[src/rtl/fir_uart_sequencer_if.sv]
// Handshake bundle between the UART receiver/transmitter, the sequencer and the FIR core.
// The sequencer connects through the slave modport; the environment drives the master side.
interface fir_uart_sequencer_if #(
    parameter int IN_BYTES  = 2,
    parameter int OUT_BYTES = 3
);
    logic [7:0]             rx_data;
    logic                   data_ready;
    logic [8*OUT_BYTES-1:0] fir_out;
    logic                   output_valid;
    logic                   busy;
    logic [8*IN_BYTES-1:0]  fir_in;
    logic                   input_valid;
    logic [7:0]             tx_data;
    logic                   TxD_start;
    logic                   overrun;
    logic                   fir_timeout;

    modport master (
        output rx_data, data_ready, fir_out, output_valid, busy,
        input  fir_in, input_valid, tx_data, TxD_start, overrun, fir_timeout
    );

    modport slave (
        input  rx_data, data_ready, fir_out, output_valid, busy,
        output fir_in, input_valid, tx_data, TxD_start, overrun, fir_timeout
    );
endinterface

[src/rtl/fir_uart_sequencer.sv]
// Collects UART bytes into FIR samples and streams FIR results back out byte by byte.
// Optional FIR watchdog is built when the macro FIR_SEQ_TIMEOUT_EN is defined.
module fir_uart_sequencer #(
    parameter int IN_BYTES       = 2,
    parameter int OUT_BYTES      = 3,
    parameter int MSB_FIRST      = 1,
    parameter int TIMEOUT_CYCLES = 1024
) (
    input logic                 clk,
    input logic                 rst,
    fir_uart_sequencer_if.slave bus
);
    localparam int IW = 8 * IN_BYTES;
    localparam int OW = 8 * OUT_BYTES;

    if (IN_BYTES < 1 || IN_BYTES > 8 || OUT_BYTES < 1 || OUT_BYTES > 8 || TIMEOUT_CYCLES < 1) begin : g_param_check
        $error("fir_uart_sequencer: parameter out of range");
    end

    typedef enum logic [1:0] {IDLE, FIR, TX_START, TX_WAIT} state_e;

    state_e        state_q, state_d;
    logic [3:0]    rx_cnt_q, rx_cnt_d, rx_cnt_inc;
    logic [3:0]    tx_cnt_q, tx_cnt_d, tx_cnt_inc;
    logic [IW-1:0] in_sr_q, in_sr_d;
    logic [OW-1:0] out_sr_q, out_sr_d, out_shifted;
    logic [7:0]    tx_data_q, tx_data_d;
    logic          wait_armed_q, wait_armed_d;
    logic          overrun_q, overrun_d;
    logic          wd_expired;

    function automatic logic [7:0] first_byte(input logic [OW-1:0] v);
        return (MSB_FIRST != 0) ? v[OW-1 -: 8] : v[7:0];
    endfunction

    always_ff @(posedge clk or posedge rst) begin
        if (rst) begin
            state_q      <= IDLE;
            rx_cnt_q     <= '0;
            tx_cnt_q     <= '0;
            in_sr_q      <= '0;
            out_sr_q     <= '0;
            tx_data_q    <= '0;
            wait_armed_q <= 1'b0;
            overrun_q    <= 1'b0;
        end else begin
            state_q      <= state_d;
            rx_cnt_q     <= rx_cnt_d;
            tx_cnt_q     <= tx_cnt_d;
            in_sr_q      <= in_sr_d;
            out_sr_q     <= out_sr_d;
            tx_data_q    <= tx_data_d;
            wait_armed_q <= wait_armed_d;
            overrun_q    <= overrun_d;
        end
    end

    // The first TX_WAIT cycle is unarmed so a transmitter that raises busy one cycle late is not missed.
    always_comb begin
        state_d      = state_q;
        rx_cnt_d     = rx_cnt_q;
        tx_cnt_d     = tx_cnt_q;
        in_sr_d      = in_sr_q;
        out_sr_d     = out_sr_q;
        tx_data_d    = tx_data_q;
        wait_armed_d = wait_armed_q;
        overrun_d    = overrun_q;
        rx_cnt_inc   = rx_cnt_q + 4'd1;
        tx_cnt_inc   = tx_cnt_q + 4'd1;
        out_shifted  = (MSB_FIRST != 0) ? (out_sr_q << 8) : (out_sr_q >> 8);

        if (bus.data_ready && state_q != IDLE) begin
            overrun_d = 1'b1;
        end

        case (state_q)
            IDLE: begin
                if (bus.data_ready) begin
                    if (MSB_FIRST != 0) begin
                        in_sr_d = (in_sr_q << 8) | IW'(bus.rx_data);
                    end else begin
                        in_sr_d = (in_sr_q >> 8) | (IW'(bus.rx_data) << (IW - 8));
                    end
                    if (rx_cnt_inc == 4'(IN_BYTES)) begin
                        rx_cnt_d = '0;
                        state_d  = FIR;
                    end else begin
                        rx_cnt_d = rx_cnt_inc;
                    end
                end
            end
            FIR: begin
                if (bus.output_valid) begin
                    out_sr_d  = bus.fir_out;
                    tx_cnt_d  = '0;
                    tx_data_d = first_byte(bus.fir_out);
                    state_d   = TX_START;
                end else if (wd_expired) begin
                    state_d = IDLE;
                end
            end
            TX_START: begin
                wait_armed_d = 1'b0;
                state_d      = TX_WAIT;
            end
            TX_WAIT: begin
                if (!wait_armed_q) begin
                    wait_armed_d = 1'b1;
                end else if (!bus.busy) begin
                    out_sr_d = out_shifted;
                    tx_cnt_d = tx_cnt_inc;
                    if (tx_cnt_inc == 4'(OUT_BYTES)) begin
                        state_d = IDLE;
                    end else begin
                        tx_data_d = first_byte(out_shifted);
                        state_d   = TX_START;
                    end
                end
            end
            default: state_d = IDLE;
        endcase
    end

`ifdef FIR_SEQ_TIMEOUT_EN
    localparam int WDW = $clog2(TIMEOUT_CYCLES + 1);

    logic [WDW-1:0] wd_cnt_q, wd_cnt_d;
    logic           timeout_q, timeout_d;

    // Counts cycles spent in FIR; any entry into FIR starts again from zero.
    always_comb begin
        wd_cnt_d  = (state_q == FIR && state_d == FIR) ? wd_cnt_q + 1'b1 : '0;
        timeout_d = timeout_q | (state_q == FIR && !bus.output_valid && wd_expired);
    end

    always_ff @(posedge clk or posedge rst) begin
        if (rst) begin
            wd_cnt_q  <= '0;
            timeout_q <= 1'b0;
        end else begin
            wd_cnt_q  <= wd_cnt_d;
            timeout_q <= timeout_d;
        end
    end

    assign wd_expired      = (wd_cnt_q == WDW'(TIMEOUT_CYCLES - 1));
    assign bus.fir_timeout = timeout_q;
`else
    assign wd_expired      = 1'b0;
    assign bus.fir_timeout = 1'b0;
`endif

    assign bus.fir_in      = in_sr_q;
    assign bus.input_valid = (state_q == FIR);
    assign bus.tx_data     = tx_data_q;
    assign bus.TxD_start   = (state_q == TX_START);
    assign bus.overrun     = overrun_q;
endmodule

[src/flat_wrapper.sv]
// flat-port wrapper written by rule: the top's interface ports become plain ports
module fir_uart_sequencer_flat 
#(
    parameter int IN_BYTES       = 2,
    parameter int OUT_BYTES      = 3,
    parameter int MSB_FIRST      = 1,
    parameter int TIMEOUT_CYCLES = 1024
)
  (clk, rst, bus_rx_data, bus_data_ready, bus_fir_out, bus_output_valid, bus_busy, bus_fir_in, bus_input_valid, bus_tx_data, bus_TxD_start, bus_overrun, bus_fir_timeout);
  fir_uart_sequencer_if #(.IN_BYTES(IN_BYTES), .OUT_BYTES(OUT_BYTES)) bus_i ();
  input logic clk;
  input logic rst;
  input wire logic [$bits(bus_i.rx_data)-1:0] bus_rx_data;
  input wire logic [$bits(bus_i.data_ready)-1:0] bus_data_ready;
  input wire logic [$bits(bus_i.fir_out)-1:0] bus_fir_out;
  input wire logic [$bits(bus_i.output_valid)-1:0] bus_output_valid;
  input wire logic [$bits(bus_i.busy)-1:0] bus_busy;
  output wire logic [$bits(bus_i.fir_in)-1:0] bus_fir_in;
  output wire logic [$bits(bus_i.input_valid)-1:0] bus_input_valid;
  output wire logic [$bits(bus_i.tx_data)-1:0] bus_tx_data;
  output wire logic [$bits(bus_i.TxD_start)-1:0] bus_TxD_start;
  output wire logic [$bits(bus_i.overrun)-1:0] bus_overrun;
  output wire logic [$bits(bus_i.fir_timeout)-1:0] bus_fir_timeout;
  assign bus_i.rx_data = bus_rx_data;
  assign bus_i.data_ready = bus_data_ready;
  assign bus_i.fir_out = bus_fir_out;
  assign bus_i.output_valid = bus_output_valid;
  assign bus_i.busy = bus_busy;
  assign bus_fir_in = bus_i.fir_in;
  assign bus_input_valid = bus_i.input_valid;
  assign bus_tx_data = bus_i.tx_data;
  assign bus_TxD_start = bus_i.TxD_start;
  assign bus_overrun = bus_i.overrun;
  assign bus_fir_timeout = bus_i.fir_timeout;
  fir_uart_sequencer #(.IN_BYTES(IN_BYTES), .OUT_BYTES(OUT_BYTES), .MSB_FIRST(MSB_FIRST), .TIMEOUT_CYCLES(TIMEOUT_CYCLES)) u_core (.clk(clk), .rst(rst), .bus(bus_i));
endmodule
[config.mk]
export PLATFORM = sky130hd
export DESIGN_NAME = fir_uart_sequencer_flat
export DESIGN_NICKNAME = d
export VERILOG_FILES = /design/src/rtl/fir_uart_sequencer_if.sv /design/src/rtl/fir_uart_sequencer.sv /design/src/flat_wrapper.sv
export SDC_FILE = /design/constraint.sdc
export NUM_CORES = 1
export LEC_CHECK = 0
export ABC_AREA = 1
export ABC_CLOCK_PERIOD_IN_PS = 2200
export BUFFER_PORTS_ARGS = -buffer_cell sky130_fd_sc_hd__clkbuf_2
export CORE_MARGIN = 1.5
export CORE_UTILIZATION = 50
export CTS_CLUSTER_SIZE = 24
export DETAILED_ROUTE_END_ITERATION = 8
export PLACE_DENSITY_LB_ADDON = 0.12
export REMOVE_ABC_BUFFERS = 1
export SLEW_MARGIN = 10
export SYNTH_ARGS = -nofsm -noshare
export SYNTH_HDL_FRONTEND = slang
export SYNTH_SLANG_ARGS = --single-unit
[constraint.sdc]
create_clock -name clk -period 2.2 [get_ports clk]
set_clock_uncertainty 0.2 [all_clocks]
set_input_delay 0.22 -clock clk [delete_from_list [all_inputs] [get_ports clk]]
set_output_delay 0.22 -clock clk [all_outputs]
set_load 0.02 [all_outputs]
======== Yosys cells after proc, flatten, opt, wreduce, memory -nomap -nowiden ========
Index checks and enable logic that the tools add are counted.
storage, ports and cells
  flip-flop bits (word level) ............. 52
  output and inout port bits .............. 28
cells by class
  multiplexer cells ....................... 22
  add/subtract/negate cells ............... 2
  reduce and logical (&&, ||, !) cells .... 9
  bitwise operators ....................... 1
  eq/ne operators ......................... 11
operators with widths
  operator               count
  $mux W16               3
  $mux W8                4
  $pmux W16 S2           1
  $mux W4                4
  $or A16 B8 Y16         1
  $pmux W8 S2            1
  $mux W2                6
  $reduce_and A5 Y1      2
  $add A4 B1 Y4 const B  2
  $eq A4 B2 Y1 const B   2
  $ne A2 B2 Y1 const B   4
  $pmux W2 S4            1
  $pmux W4 S2            1
  $reduce_bool A2 Y1     3
  $eq A2 B2 Y1 const B   2
  $ne A2 B1 Y1 const B   2
  $reduce_and A4 Y1      1
  $eq A2 B1 Y1 const B   1
  $logic_not A2 Y1       1
  $pmux W1 S2            1
  $reduce_and A2 Y1      1
  $logic_and A1 B1 Y1    1

======== Longest topological paths before layout ========
  depth in word-level cells ............... 6
  depth in mapped cells ................... 9
  mapped depth without buffers ............ 9

======== Least setup slack after synthesis ========
No wires, ideal clock.
  path type ............................... register to register
  start point ............................. register u_core.tx_cnt_q[0]
  end point ............................... register u_core.tx_data_q[0] (netlist: u_core.bus.tx_data[0])
  slack ................................... 0.752 ns
  cell stages (with the launch flop) ...... 10
  path buffers ............................ 0
  period minus slack after synthesis ...... 1.448 ns
  data arrival time ....................... 1.131 ns
  cells stage by stage .................... dfrtp_1 > ha_1 > inv_1 > nand2_1 > nand2_1 > nor2_4 > nand2_4 > nand2_4 > nand2_1 > nand2_1
on the way
  cells in the longest elaborated chain, start to end .. 4
ends and longest elaborated chain
  item                                line                       source
  start, declared                     fir_uart_sequencer.sv:24   logic [3:0] tx_cnt_q, tx_cnt_d, tx_cnt_inc;
  start signal, assigned              fir_uart_sequencer.sv:49   tx_cnt_q <= tx_cnt_d;
  $add A4 B1 Y4                       fir_uart_sequencer.sv:69   tx_cnt_inc = tx_cnt_q + 4'd1;
  $eq A4 B2 Y1                        fir_uart_sequencer.sv:112  if (tx_cnt_inc == 4'(OUT_BYTES)) begin
  $ne A2 B2 Y1 (no source line)       --
  $reduce_and A5 Y1 (no source line)  --
  end signal, assigned                fir_uart_sequencer.sv:52   tx_data_q <= tx_data_d;
  end, declared                       fir_uart_sequencer.sv:27   logic [7:0] tx_data_q, tx_data_d;
Every way passes these cells.
A chain may end at the register's enable or synchronous reset.

======== Final worst setup path ========
  start point ............................. register u_core.state_q[1]
  end point ............................... output port bus_input_valid
on the way
  cells in the longest elaborated chain, start to end .. 1
ends and longest elaborated chain
  item                    line                       source
  start, declared         fir_uart_sequencer.sv:22   state_e state_q, state_d;
  start signal, assigned  fir_uart_sequencer.sv:47   state_q <= state_d;
  $eq A2 B1 Y1            fir_uart_sequencer.sv:154  assign bus.input_valid = (state_q == FIR);
  end, declared           flat_wrapper.sv:19         output wire logic [$bits(bus_i.input_valid)-1:0] bus_input_valid;
Every way passes these cells.

==> results by group <==
Placement
  • DP HPWL: 3260 um
  • Pre-CTS WS: 0.503 ns
  • Routability cong.: 0.807
  • Placed cell count: 386
  • IO buf count: 63

Clock network
  • Insertion delay to the later sink of the worst-skew pair: 0.31 ns
  • CTS root buffer: clkbuf_8
  • Sink Count: 52
  • CTS resizes: 0
  • H-tree levels: 2
  • TritonCTS clock tree: yes
  • TritonCTS buffer count: 5
  • CTS clk-pin slew, worst paths: 0.09 ns
  • Clock tree buffer depth: 2

Detailed routing
  • WL met1: 2340 um
  • Routed Antenna Nets: 0
  • Wire per inst: 11.4 um
  • Initial drt markers: 153
  • DR top layer: met4
  • DRC Markers: 0
  • DRT Pass-1 Iters: 4
  • Vias per inst: 4.78
  • Via Count: 2006
  • Drt total wl: 4810 um
  • Met3 routed WL: 216 um
  • DR WL met2: 2170 um

Worst setup path
  • Critical path startpoint category: register
  • Critical Setup Path Class: register to primary output
  • Crit path capture type: primary output
  • R2R depth: 9
  • CP Data Arrival Time: 1.31 ns
  • Worst Path Max Fanout: 10
  • WP data required: 1.78 ns
  • R2R Setup Slk: 0.48 ns

GRT
  • Initial antenna violation count: 0
  • Total Routing Usage GR: 0.211
  • First-pass GRT wire length: 8340 um
  • Vias in the first global route: 1897
  • Grt ovf: 0
  • Largest net degree at the start of global routing: 53

Floorplan
  • Row count: 24
  • Die Span X: 72.1 um
  • IO Pins: 65
  • Core area: 4470 um2
  • Die footprint: 5200 um2
  • Initial Utilization: 0.534
  • Die Y: 72.1 um

Hold path
  • Hold Path Class: input port to register
  • Depth of the worst hold-timing path: 4

Layout
  • Layout Cells excl Fill: 420
  • Layout area overhead: 31.3%
  • Final Net Count: 408
  • Layout cells sized above 1: 0.231
  • # diodes: 0

STA
  • Post-route setup slack: 0.467 ns
  • Total negative slack: 0 ns
  • RSZ-0062 raised after global routing: false
  • Fin crit share: 0.788
  • Final count of negative-setup-slack endpoints: 0
  • Max-slew violations: 0
  • Tmin final: 1.73 ns
  • Fin. Hold Viols: 0
  • Fmax: 577 MHz
  • WHS: 0.0674 ns

Synth
  • Ys flop type: dfrtp_1
  • Most common cell in the netlist: nand2_1
  • Seq/Total Area, Yosys: 0.545
  • Top cells by count, synth: nand2_1 (70), dfrtp_1 (52), o21ai_0 (49), inv_1 (41), nand3_1 (20)
  • FFs w/ async S/R, synth: 1.00
  • Top cells by area, synth: dfrtp_1 (54%), nand2_1 (11%), o21ai_0 (10%)
  • Post-synth EDFFs: 0
  • Post-synth top area share: 0.545
  • Post-Synthesis Cells: 279
  • Mapped Avg Cell Area: 8.56 um2
  • Syn Std Cell Area: 2390 um2
  • #FFs+latches synth: 52
  • Synth area leader: dfrtp_1
  • Yosys cell types: 23
  • Synth Warn #: 0

Power and ir drop
  • Peak supply drop: 0.936 mV
  • LEAKAGE: 0.00164 uW
  • Power Dens Cells: 1330 nW/um2

Run status
  • Status: finished clean

Run
  • Number of max-cap violations: 0
-- power breakdown --
part           switching, uW  leakage (uW)  internal [uW]
Sequential               231      0.000648           1390
Combinational           1160      0.000920            599
Clock                    320     0.0000687            458
Total                   1710       0.00164           2450
-- cell usage in the layout, fill, tap and decap left out, drive strengths merged --
cell,n
a21oi,1
buf,4
bufinv,2
clkbuf,68
conb,1
dfrtp,52
dlygate4sd3,26
ha,4
inv,44
nand2,76
nand3,20
nand4,2
nor2,8
o211ai,8
o21ai,50
o21bai,1
o22ai,1
-- registers in the layout, indices dropped and copies added (netlist names) --
| signal | cells |
|---|---|
| u_core.bus.fir_in | 16 |
| u_core.out_sr_q | 16 |
| u_core.bus.tx_data | 8 |
| u_core.rx_cnt_q | 4 |
| u_core.tx_cnt_q | 4 |
| u_core.state_q | 2 |
| u_core.bus.overrun | 1 |
| u_core.wait_armed_q | 1 |
-- per-layer routing --
layer,GRT usage,up-vias
li1,-,1061
met1,0.288,892
met2,0.326,47
met3,0.0528,6
met4,0.0818,0
met5,0,-
-- path summary, 6_finish.rpt --
check,startpoint,to
worst min register to register,u_core.bus.tx_data[5],u_core.bus.tx_data[5]
max in group asynchronous,rst,u_core.bus.tx_data[1]
worst max register to register,u_core.state_q[1],u_core.bus.tx_data[0]
worst max-delay path,u_core.state_q[1],bus_input_valid
min in group asynchronous,rst,u_core.out_sr_q[4]
worst min-delay path,bus_busy,u_core.tx_cnt_q[2]
-- kinds of logic after synthesis --
group,share of synthesized area
AO/OA/AOI/OAI,0.138
adder cells (fa/ha/maj),0.0210
buffers and inverters,0.0980
flip-flops,0.545
other,0.00157
AND/OR/NAND/NOR,0.197
-- per-stage QoR --
step                power [uW]  utilization  instance area, um2
floorplan                 2820            -                2320
global placement          3340        0.612                2740
detailed placement        3380        0.612                2740
CTS                       4200        0.701                3140
global route              4530        0.701                3140
finish                    4160        0.701                3140
-- critical path: stages, from the launching register on --
cell	delay, ns
dfrtp_1	0.43
nor2_1	0.19
buf_4	0.20
clkbuf_2	0.18
-- repair_timing --
| action | CTS | global route |
|---|---|---|
| hold endpoints to repair | 78 | 0 |
| setup buffers | 0 | 0 |
| hold buffers | 26 | 0 |
-- final cells by class --
cell class,count,area (um2)
Inverter,43,161
Sequential cell,52,1300
Clock inverter,3,68.8
Multi-Input combinational cell,172,853
Timing Repair Buffer,93,618
Clock buffer,5,68.8
Fill cell,362,1340
Tap cell,52,65.1
Note: power is estimated with default switching activity, not from simulation.
